<file path="src/rtl/solution_count_accumulator.sv">
`default_nettype none
// ============================================================================
// Module   : solution_count_accumulator
// Purpose  : Captures one final solution count per N-Queens worker channel and
//            serially sums them, with saturation, into a held board total.
// Revision : 1.0 - initial release
// ============================================================================
module solution_count_accumulator #(
    parameter int NUM_CH = 8,
    parameter int IN_W   = 24,
    parameter int CNT_W  = 24,
    parameter int IDX_W  = 3
) (
    input  logic                     clk,
    input  logic                     rst_n,
    input  logic                     start,
    input  logic [NUM_CH-1:0]        ch_valid,
    input  logic [NUM_CH*IN_W-1:0]   ch_count,
    output logic [NUM_CH-1:0]        ch_ready,
    output logic [CNT_W-1:0]         total,
    output logic                     total_valid,
    output logic                     overflow,
    output logic                     busy,
    output logic [NUM_CH-1:0]        done_mask
);

    localparam logic [1:0] S_IDLE    = 2'd0;
    localparam logic [1:0] S_COLLECT = 2'd1;
    localparam logic [1:0] S_SUM     = 2'd2;
    localparam logic [1:0] S_DONE    = 2'd3;

    localparam logic [NUM_CH-1:0] c_all_done = {NUM_CH{1'b1}};
    localparam logic [CNT_W-1:0]  c_max      = {CNT_W{1'b1}};
    localparam logic [IDX_W-1:0]  c_last_idx = IDX_W'(NUM_CH - 1);

    logic [1:0]             r_state;
    logic [1:0]             w_state_next;
    logic [IDX_W-1:0]       r_idx;
    logic [CNT_W-1:0]       r_total;
    logic                   r_overflow;
    logic [NUM_CH-1:0]      r_done_mask;
    logic [NUM_CH-1:0]      r_ch_ready;
    logic [NUM_CH-1:0]      w_capture;
    logic [NUM_CH-1:0]      w_done_mask_next;
    logic [NUM_CH*IN_W-1:0] w_cnt_flat;
    logic [CNT_W-1:0]       w_addend;
    logic [CNT_W:0]         w_sum;

    // r_ch_ready is only non-zero in COLLECT, so it alone qualifies a capture
    assign w_capture        = ch_valid & r_ch_ready;
    assign w_done_mask_next = r_done_mask | w_capture;

    generate
        for (genvar i = 0; i < NUM_CH; i++) begin : g_ch
            logic [IN_W-1:0] r_cnt;
            always_ff @(posedge clk or negedge rst_n) begin
                if (!rst_n) begin
                    r_cnt <= '0;
                end else if (!start && w_capture[i]) begin
                    r_cnt <= ch_count[i*IN_W +: IN_W];
                end
            end
            assign w_cnt_flat[i*IN_W +: IN_W] = r_cnt;
        end
    endgenerate

    always_comb begin
        w_addend            = '0;
        w_addend[IN_W-1:0]  = w_cnt_flat[r_idx*IN_W +: IN_W];
        w_sum               = {1'b0, r_total} + {1'b0, w_addend};
    end

    always_ff @(posedge clk or negedge rst_n) begin
        if (!rst_n) begin
            r_state <= S_IDLE;
        end else begin
            r_state <= w_state_next;
        end
    end

    always_comb begin
        w_state_next = r_state;
        if (start) begin
            w_state_next = S_COLLECT;
        end else begin
            case (r_state)
                S_COLLECT: if (r_done_mask == c_all_done) w_state_next = S_SUM;
                S_SUM:     if (r_idx == c_last_idx)       w_state_next = S_DONE;
                default:   w_state_next = r_state;
            endcase
        end
    end

    always_ff @(posedge clk or negedge rst_n) begin
        if (!rst_n) begin
            r_idx       <= '0;
            r_total     <= '0;
            r_overflow  <= 1'b0;
            r_done_mask <= '0;
            r_ch_ready  <= '0;
        end else if (start) begin
            r_idx       <= '0;
            r_total     <= '0;
            r_overflow  <= 1'b0;
            r_done_mask <= '0;
            r_ch_ready  <= c_all_done;
        end else begin
            case (r_state)
                S_COLLECT: begin
                    r_idx       <= '0;
                    r_done_mask <= w_done_mask_next;
                    r_ch_ready  <= ~w_done_mask_next;
                end
                S_SUM: begin
                    r_ch_ready <= '0;
                    r_idx      <= r_idx + 1'b1;
                    // carry out of the widened add means the total saturates
                    if (w_sum[CNT_W]) begin
                        r_total    <= c_max;
                        r_overflow <= 1'b1;
                    end else begin
                        r_total    <= w_sum[CNT_W-1:0];
                    end
                end
                default: r_ch_ready <= '0;
            endcase
        end
    end

    assign ch_ready    = r_ch_ready;
    assign total       = r_total;
    assign total_valid = (r_state == S_DONE);
    assign overflow    = r_overflow;
    assign busy        = (r_state == S_COLLECT) || (r_state == S_SUM);
    assign done_mask   = r_done_mask;

endmodule
`default_nettype wire

</file>
<file path="config.mk">
export PLATFORM = sky130hd
export DESIGN_NAME = solution_count_accumulator
export DESIGN_NICKNAME = d
export VERILOG_FILES = /design/src/rtl/solution_count_accumulator.sv
export SDC_FILE = /design/constraint.sdc
export NUM_CORES = 1
export LEC_CHECK = 0
export ABC_AREA = 1
export CORE_AREA = 2 2 153 155
export CTS_CLUSTER_SIZE = 16
export DETAILED_ROUTE_END_ITERATION = 8
export DIE_AREA = 0 0 155 157
export PLACE_DENSITY = 0.86
export SKIP_LAST_GASP = 1
export SYNTH_ARGS = -nofsm -noshare
export SYNTH_HDL_FRONTEND = slang
export SYNTH_SLANG_ARGS = --single-unit
</file>
<file path="constraint.sdc">
create_clock -name clk -period 4.1 [get_ports clk]
set_input_delay 0.82 -clock clk [delete_from_list [all_inputs] [get_ports clk]]
set_output_delay 0.82 -clock clk [all_outputs]
set_load 0.05 [all_outputs]
</file>
==> results by group, run 1 <==
Route
  • Routed WL: 38260 µm
  • Initial DRC count: 800
  • Via density per instance: 5.682
  • WL per Instance: 20.68 µm
  • Detailed Routing Iterations Pass 1: 9
  • Post-route DRC: 2
  • Vias post-DR: 10510
  • Residual antenna-violating net count after detailed routing: 0

Logic synthesis
  • Area leader, netlist: dfrtp_1
  • Top post-synthesis cells by count: 238 x dfrtp_1, 206 x nor2_1, 204 x nand2_1, 192 x mux2_2, 100 x o21ai_0
  • Syn_area_per_cell: 9.440 µm²
  • Synthesized area: 12460 µm²
  • Syn Nets: 1553
  • Synth warnings: 0
  • EDFF count, synth: 0
  • Top_reg_cell synth: dfrtp_1
  • Share of the synthesized area in the top cell type: 47.80%
  • Register area share after synthesis: 47.80%
  • Synth Register Bits: 238
  • Top cells by area, synth: dfrtp_1 48%, mux2_2 17%, nor2_1 6.2%
  • Synth Instances: 1320
  • Most common cell in the netlist: dfrtp_1
  • Post-synth cell types: 37
  • Async set-reset flop share out of synthesis: 100.0%

Clocking
  • Clock buffer depth: 3
  • Clock slew at reported path FFs: 0.07 ns
  • Worst-skew pair later-pin latency: 0.54 ns
  • Post_cts resized: 0
  • H-tree depth: 1
  • Hold buffer count at CTS: 0
  • Post-CTS Setup Bufs: 0
  • Clk sink count: 238
  • Clock root cell: clkbuf_16
  • CTS buffer count: 25
  • CTS tree: done

Pwr
  • Leakage power: 7.322 nW
  • Pwr dens: 740.3 nW/µm²
  • Max VDD drop: 469.3 µV

GRT
  • Largest net degree at the start of global routing: 100
  • GRT Total Usage: 31.72%
  • Antenna violations before repair: 2
  • Grt ovf: 0
  • Vias in the first global route: 10710
  • First-pass GRT wire length: 59380 µm

Setup path
  • Worst reg-to-reg path cell count: 14
  • Crit Path Max Fanout: 34
  • Reg2reg setup slack: 0.61 ns
  • Worst setup startpoint: r_idx[1]
  • Reg-to-Reg End: total[17]
  • CP max-delay cell: dfrtp_2
  • Critical Path Source Type: flop
  • Worst Setup End Kind: flop
  • RR Startpoint: r_idx[1]
  • Max stage delay on crit path: 0.60 ns
  • CP arrival: 3.91 ns
  • Required time of the critical path: 4.52 ns
  • CP endpoint: total[17]
  • CP cell instances: buf_4 > o21ai_0 > o22ai_1 > nor2_1 > a31oi_1 > ha_1 > nand2_1 > nand2_1 > nand3_1 > nand2_1 > a21oi_2 > nand3_4 > a21boi_0 > nand2_1
  • Kind of critical path: flop to flop
  • Most frequent CP cell: nand2_1

Cells and area
  • Area grow syn2layout: 28.88%
  • Share of cells above drive strength 1: 18.93%
  • Final net count: 1780
  • Post-Route Utilization: 71.37%

Die
  • Die Wd: 155 µm
  • Die Y: 157 µm
  • Num rows: 55
  • Core ar.: 22500 µm²
  • Die area: 24340 µm²
  • I/O pin cnt: 246
  • Starting density of the core: 55.37%

Placed design
  • Routability Congestion: 0.9713
  • Placement Setup Slack: 0.7735 ns
  • Dpl hpwl: 28040 µm
  • Port bufs: 245

Run status
  • Failing checks: design-rule violations
  • Status: finished, violations left

STA
  • Fin crit period: 3.491 ns
  • Final setup margin: 0.6092 ns
  • Slew Viols, Final: 0
  • Worst Tran Pin Value: 0.9034 ns
  • Setup-violating endpoint count in the final report: 0
  • Final cycle utilization of the critical path: 85.14%
  • Max Freq: 286.5 MHz
  • Unrepaired setup endpoints after global routing: false
  • Max-slew headroom: 39.71%
  • Clock skew: 0.01273 ns
  • Final hold vios: 0
  • Final setup TNS: 0 ns

Run
  • Max-cap violations: 0

Worst hold path
  • Type of the worst min-delay path: primary input to asynchronous set/reset pin
worst min-delay path by stage:
stage	start	endpoint	slack [ns]	cells after the start
after global placement	g_ch[3].r_cnt[18]	g_ch[3].r_cnt[18]	0.48	1
after floorplan	g_ch[1].r_cnt[0]	g_ch[1].r_cnt[0]	0.47	1
after detailed placement	g_ch[6].r_cnt[3]	g_ch[6].r_cnt[3]	0.49	1
after global routing	rst_n	g_ch[4].r_cnt[10]	0.37	1
final	rst_n	g_ch[4].r_cnt[10]	0.30	1
after CTS	rst_n	g_ch[4].r_cnt[10]	0.37	1
area by class of cell:
| type | count | area (µm²) |
|---|---|---|
| flip-flops and latches | 238 | 5961 |
| inverters | 102 | 382.9 |
| multi-input cells | 920 | 5847 |
| repair buffers | 260 | 2633 |
| diodes | 1 | 2.502 |
| clock inverters | 14 | 202.7 |
| fillers | 1601 | 6444 |
| clock buffers | 30 | 674.4 |
| well taps | 285 | 356.6 |
report_power, final:
part / switching, mW / internal [mW]
Clock: 0.989 / 1.44
Sequential: 0.669 / 3.39
Combinational: 3.21 / 2.20
Total: 4.86 / 7.03
state kept, by name, indices dropped and copies added, names as in the netlist:
register and cells:
ch_ready 8, done_mask 8, g_ch.r_cnt 192, overflow 1, r_idx 3, r_state 2, total 24
layout by cell type (no fill, tap or decap), types with 7 or more instances in the layout:
cell type,netlist,final
clkdlybuf4s50_1,0,244
dfrtp_1,238,236
nor2_1,206,206
nand2_1,204,204
mux2_2,192,192
o21ai_0,100,100
inv_1,94,94
nand3_1,39,39
o22ai_1,32,32
ha_1,29,29
clkbuf_16,0,25
a31oi_1,24,24
nand3_2,16,16
nand2_2,12,12
a21oi_1,11,11
buf_4,3,10
nor3b_1,8,8
inv_2,7,7
nand4_1,7,7
a21boi_0,7,7
stage by stage:
stage | hold WS (ns) | instances | total power [mW] | cell area, µm²
final | 0.2989 | 1850 | 11.89 | 16060
after global placement | 0.4823 | 1805 | 9.223 | 15180
after detailed placement | 0.4884 | 1805 | 9.371 | 15180
after floorplan | 0.4738 | 1320 | 7.653 | 12460
after CTS | 0.3718 | 1849 | 11.84 | 16060
after global routing | 0.3709 | 1849 | 12.62 | 16060
critical path, delay by kind of cell (launching register included):
| kind | cells | cell delay [ns] |
|---|---|---|
| DFF | 1 | 0.60 |
| adders and majority gates | 1 | 0.38 |
| AOI/OAI and AO/OA | 5 | 1.29 |
| buffers and inverters | 1 | 0.42 |
| and+or+nand+nor | 7 | 0.65 |
per-layer routing:
layer	wire length, µm	share of wire (%)	global-route usage [%]	vias to the layer above
met5	0	0	0	-
met4	1595	4.2	12.57	0
met3	2648	6.9	5.589	94
met2	17950	47	51.64	430
met1	16070	42	42.59	5114
li1	-	-	-	4874
kinds of logic after synthesis:
logic type	count (synthesis)	share of synthesized area (%)
mux	192	17.35
simple gates	509	17.88
fa+ha+maj	30	3.073
xor+xnor	7	0.4920
compound gates	182	8.123
buf+inv	162	5.282
flops	238	47.80
(Power assumes the default switching activity.)
==> run 2: changes to the inputs <==
--- a/config.mk
+++ b/config.mk
@@ -10,6 +10,7 @@
 export CTS_CLUSTER_SIZE = 16
 export DETAILED_ROUTE_END_ITERATION = 8
 export DIE_AREA = 0 0 155 157
+export GPL_TIMING_DRIVEN = 0
 export PLACE_DENSITY = 0.86
 export SKIP_LAST_GASP = 1
 export SYNTH_ARGS = -nofsm -noshare
==> run 2 against run 1 <==
  * The run now ends clean
  * Die area unchanged
  * Sequential share of layout area decreased by 0.54 points
  * Register-to-register slack got worse by 0.41 ns
  * Hold slack improved by 0.049 ns
  * Sequential power about the same
  * Global-route usage increased by 2.3 points
  * First-iteration DRC count increased by 28%
  * Critical endpoint is now total[16]
==> results by group, run 2 (synthesis results as in run 1) <==
Setup path
  • Critical Path Source Type: flop
  • Max stage delay on crit path: 0.50 ns (-0.10 ns)
  • Kind of critical path: flop to flop
  • Required time of the critical path: 4.59 ns (+0.07 ns)
  • Crit Path Max Fanout: 10 (-71%)
  • CP max-delay cell: clkbuf_1
  • CP cell instances: inv_1 > clkbuf_1 > o21ai_0 > o22ai_1 > nor2_1 > a31oi_1 > ha_1 > fa_1 > nand2_1 > nand2_1 > nand3_1 > nand2_2 > nand2_2 > nand3_4 > nand2_4 > buf_6 > nand3_2
  • CP arrival: 4.39 ns (+0.48 ns)
  • Worst Setup End Kind: flop

GRT
  • GRT Total Usage: 34.06% (+2.3 points)
  • Antenna violations before repair: 5 (+3)
  • Grt ovf: 0 (unchanged)
  • Vias in the first global route: 11140 (+4.0%)
  • First-pass GRT wire length: 63180 µm (+6.4%)
  • Largest net degree at the start of global routing: 123 (+23%)

Cells and area
  • Fill count: 1602 (+0.062%)
  • Sequential Area: 5956 µm² (about the same)
  • Reg with most FFs: g_ch.r_cnt
  • Max FFs per register: 192 (unchanged)
  • Commonest non-fill, non-tap cell in the layout: clkdlybuf4s50_1
  • Final net count: 1828 (+2.7%)
  • Highest-count cells in the layout ignoring fill and taps: 244 x clkdlybuf4s50_1, 238 x dfrtp_1, 206 x nor2_1
  • Area grow syn2layout: 30.67%
  • Share of cells above drive strength 1: 19.44% (+0.52 points)
  • Multi-input logic area: 5847 µm² (unchanged)

STA
  • Clock skew: 0.01491 ns (+0.002185 ns)
  • Unrepaired setup endpoints after global routing: false
  • Final cycle utilization of the critical path: 95.12% (+10 points)
  • Setup-violating endpoint count in the final report: 0 (unchanged)
  • Final setup TNS: 0 ns (unchanged)
  • Fin crit period: 3.900 ns (+0.4090 ns)
  • Max-slew headroom: 34.26% (-5.4 points)
  • Hold WS: 0.3484 ns (+0.04947 ns)
  • Max Freq: 256.4 MHz (-10%)
  • Slew Viols, Final: 0 (unchanged)
  • Final hold vios: 0 (unchanged)
  • Worst Tran Pin Value: 0.9825 ns (+0.07909 ns)

Pwr
  • Leakage power: 7.442 nW (+1.6%)
  • Total power: 12.23 mW (+2.9%)
  • Max VDD drop: 554.6 µV (+18%)
  • Pwr dens: 751.1 nW/µm² (+1.5%)

Die
  • Die area: 24340 µm² (unchanged)
  • Core ar.: 22500 µm² (unchanged)
  • I/O pin cnt: 246 (unchanged)
  • Starting density of the core: 55.37% (unchanged)
  • Die Y: 157 µm (unchanged)
  • Num rows: 55 (unchanged)
  • Die Wd: 155 µm (unchanged)

Run
  • Max-cap violations: 0 (unchanged)

Clocking
  • CTS tree: done
  • Post_cts resized: 0 (unchanged)
  • Hold buffer count at CTS: 0 (unchanged)
  • CTS buffer count: 27 (+8.0%)
  • Worst-skew pair later-pin latency: 0.56 ns (+0.02 ns)
  • Post-CTS Setup Bufs: 0 (unchanged)
  • Clock slew at reported path FFs: 0.06 ns (about the same)
  • Clk sink count: 238 (unchanged)
  • H-tree depth: 1 (unchanged)
  • Clock buffer depth: 3 (unchanged)
  • Clock root cell: clkbuf_16

Route
  • Initial DRC count: 1020 (+28%)
  • Post-route DRC: 0 (-2)
  • Residual antenna-violating net count after detailed routing: 0 (unchanged)
  • Vias post-DR: 11010 (+4.7%)
  • WL per Instance: 21.67 µm (+4.8%)
  • Via density per instance: 5.780 (+1.7%)
  • Detailed Routing Iterations Pass 1: 5 (-4)
  • Routed WL: 41250 µm (+7.8%)

Placed design
  • Port bufs: 245 (unchanged)
  • Routability Congestion: 0.9461 (-2.6%)
  • Dpl hpwl: 30920 µm (+10%)

Worst hold path
  • Type of the worst min-delay path: primary input to asynchronous set/reset pin

Run status
  • Status: finished, final reports clean
run 2: final cells by class:
| type | count | share of cell area, % |
|---|---|---|
| antenna | 4 | 0.06148 |
| multi-input combinational | 920 | 35.91 |
| clock inverter | 17 | 1.506 |
| sequential | 238 | 36.58 |
| tap | 285 | 2.190 |
| timing repair buffer | 246 | 15.26 |
| clock buffer | 32 | 4.449 |
| inverter | 102 | 2.351 |
| buffer | 60 | 1.691 |
run 2: power by group:
group	switching [mW]	internal (mW)
clock network	1.04	1.59
logic	3.34	2.21
registers	0.660	3.39
total	5.04	7.19
run 2: stage by stage:
step                      worst slack [ns]  instances  utilization (%)  instance area [µm²]
after floorplan                      1.371       1320                -                12460
after global placement              -7.683       1850            67.86                15270
after detailed placement            0.4313       1851            68.00                15300
after CTS                           0.3789       1900            72.31                16270
after global routing               0.02684       1903            72.34                16280
final                               0.2002       1904            72.35                16280
run 2: worst paths after layout:
check                             startpoint                end  slack, ns  depth (start not counted)
setup reg to reg                    r_idx[1]          total[16]       0.20                         17
hold reg to reg            g_ch[5].r_cnt[23]  g_ch[5].r_cnt[23]       0.50                          1
hold / removal                         rst_n   g_ch[7].r_cnt[9]       0.35                          1
setup / recovery                    r_idx[1]          total[16]       0.20                         17
min in group clk           g_ch[5].r_cnt[23]  g_ch[5].r_cnt[23]       0.50                          1
max in group asynchronous              rst_n   g_ch[3].r_cnt[6]       2.59                          2
run 2: layer usage:
metal  global-route usage (%)  vias up  part of all wire (%)
met3                    7.737      100                   8.4
met4                    13.36        0                   4.1
met1                    43.58     5414                    40
met5                        0        -                     0
met2                    56.61      524                    48
li1                         -     4967                     -
run 2: worst max-delay path, delay by kind of cell (launching register included):
| kind | cells | cell delay (ns) |
|---|---|---|
| fa+ha+maj | 2 | 0.64 |
| simple gates | 9 | 0.98 |
| buf+inv | 3 | 0.91 |
| compound gates | 3 | 0.85 |
| flops | 1 | 0.44 |
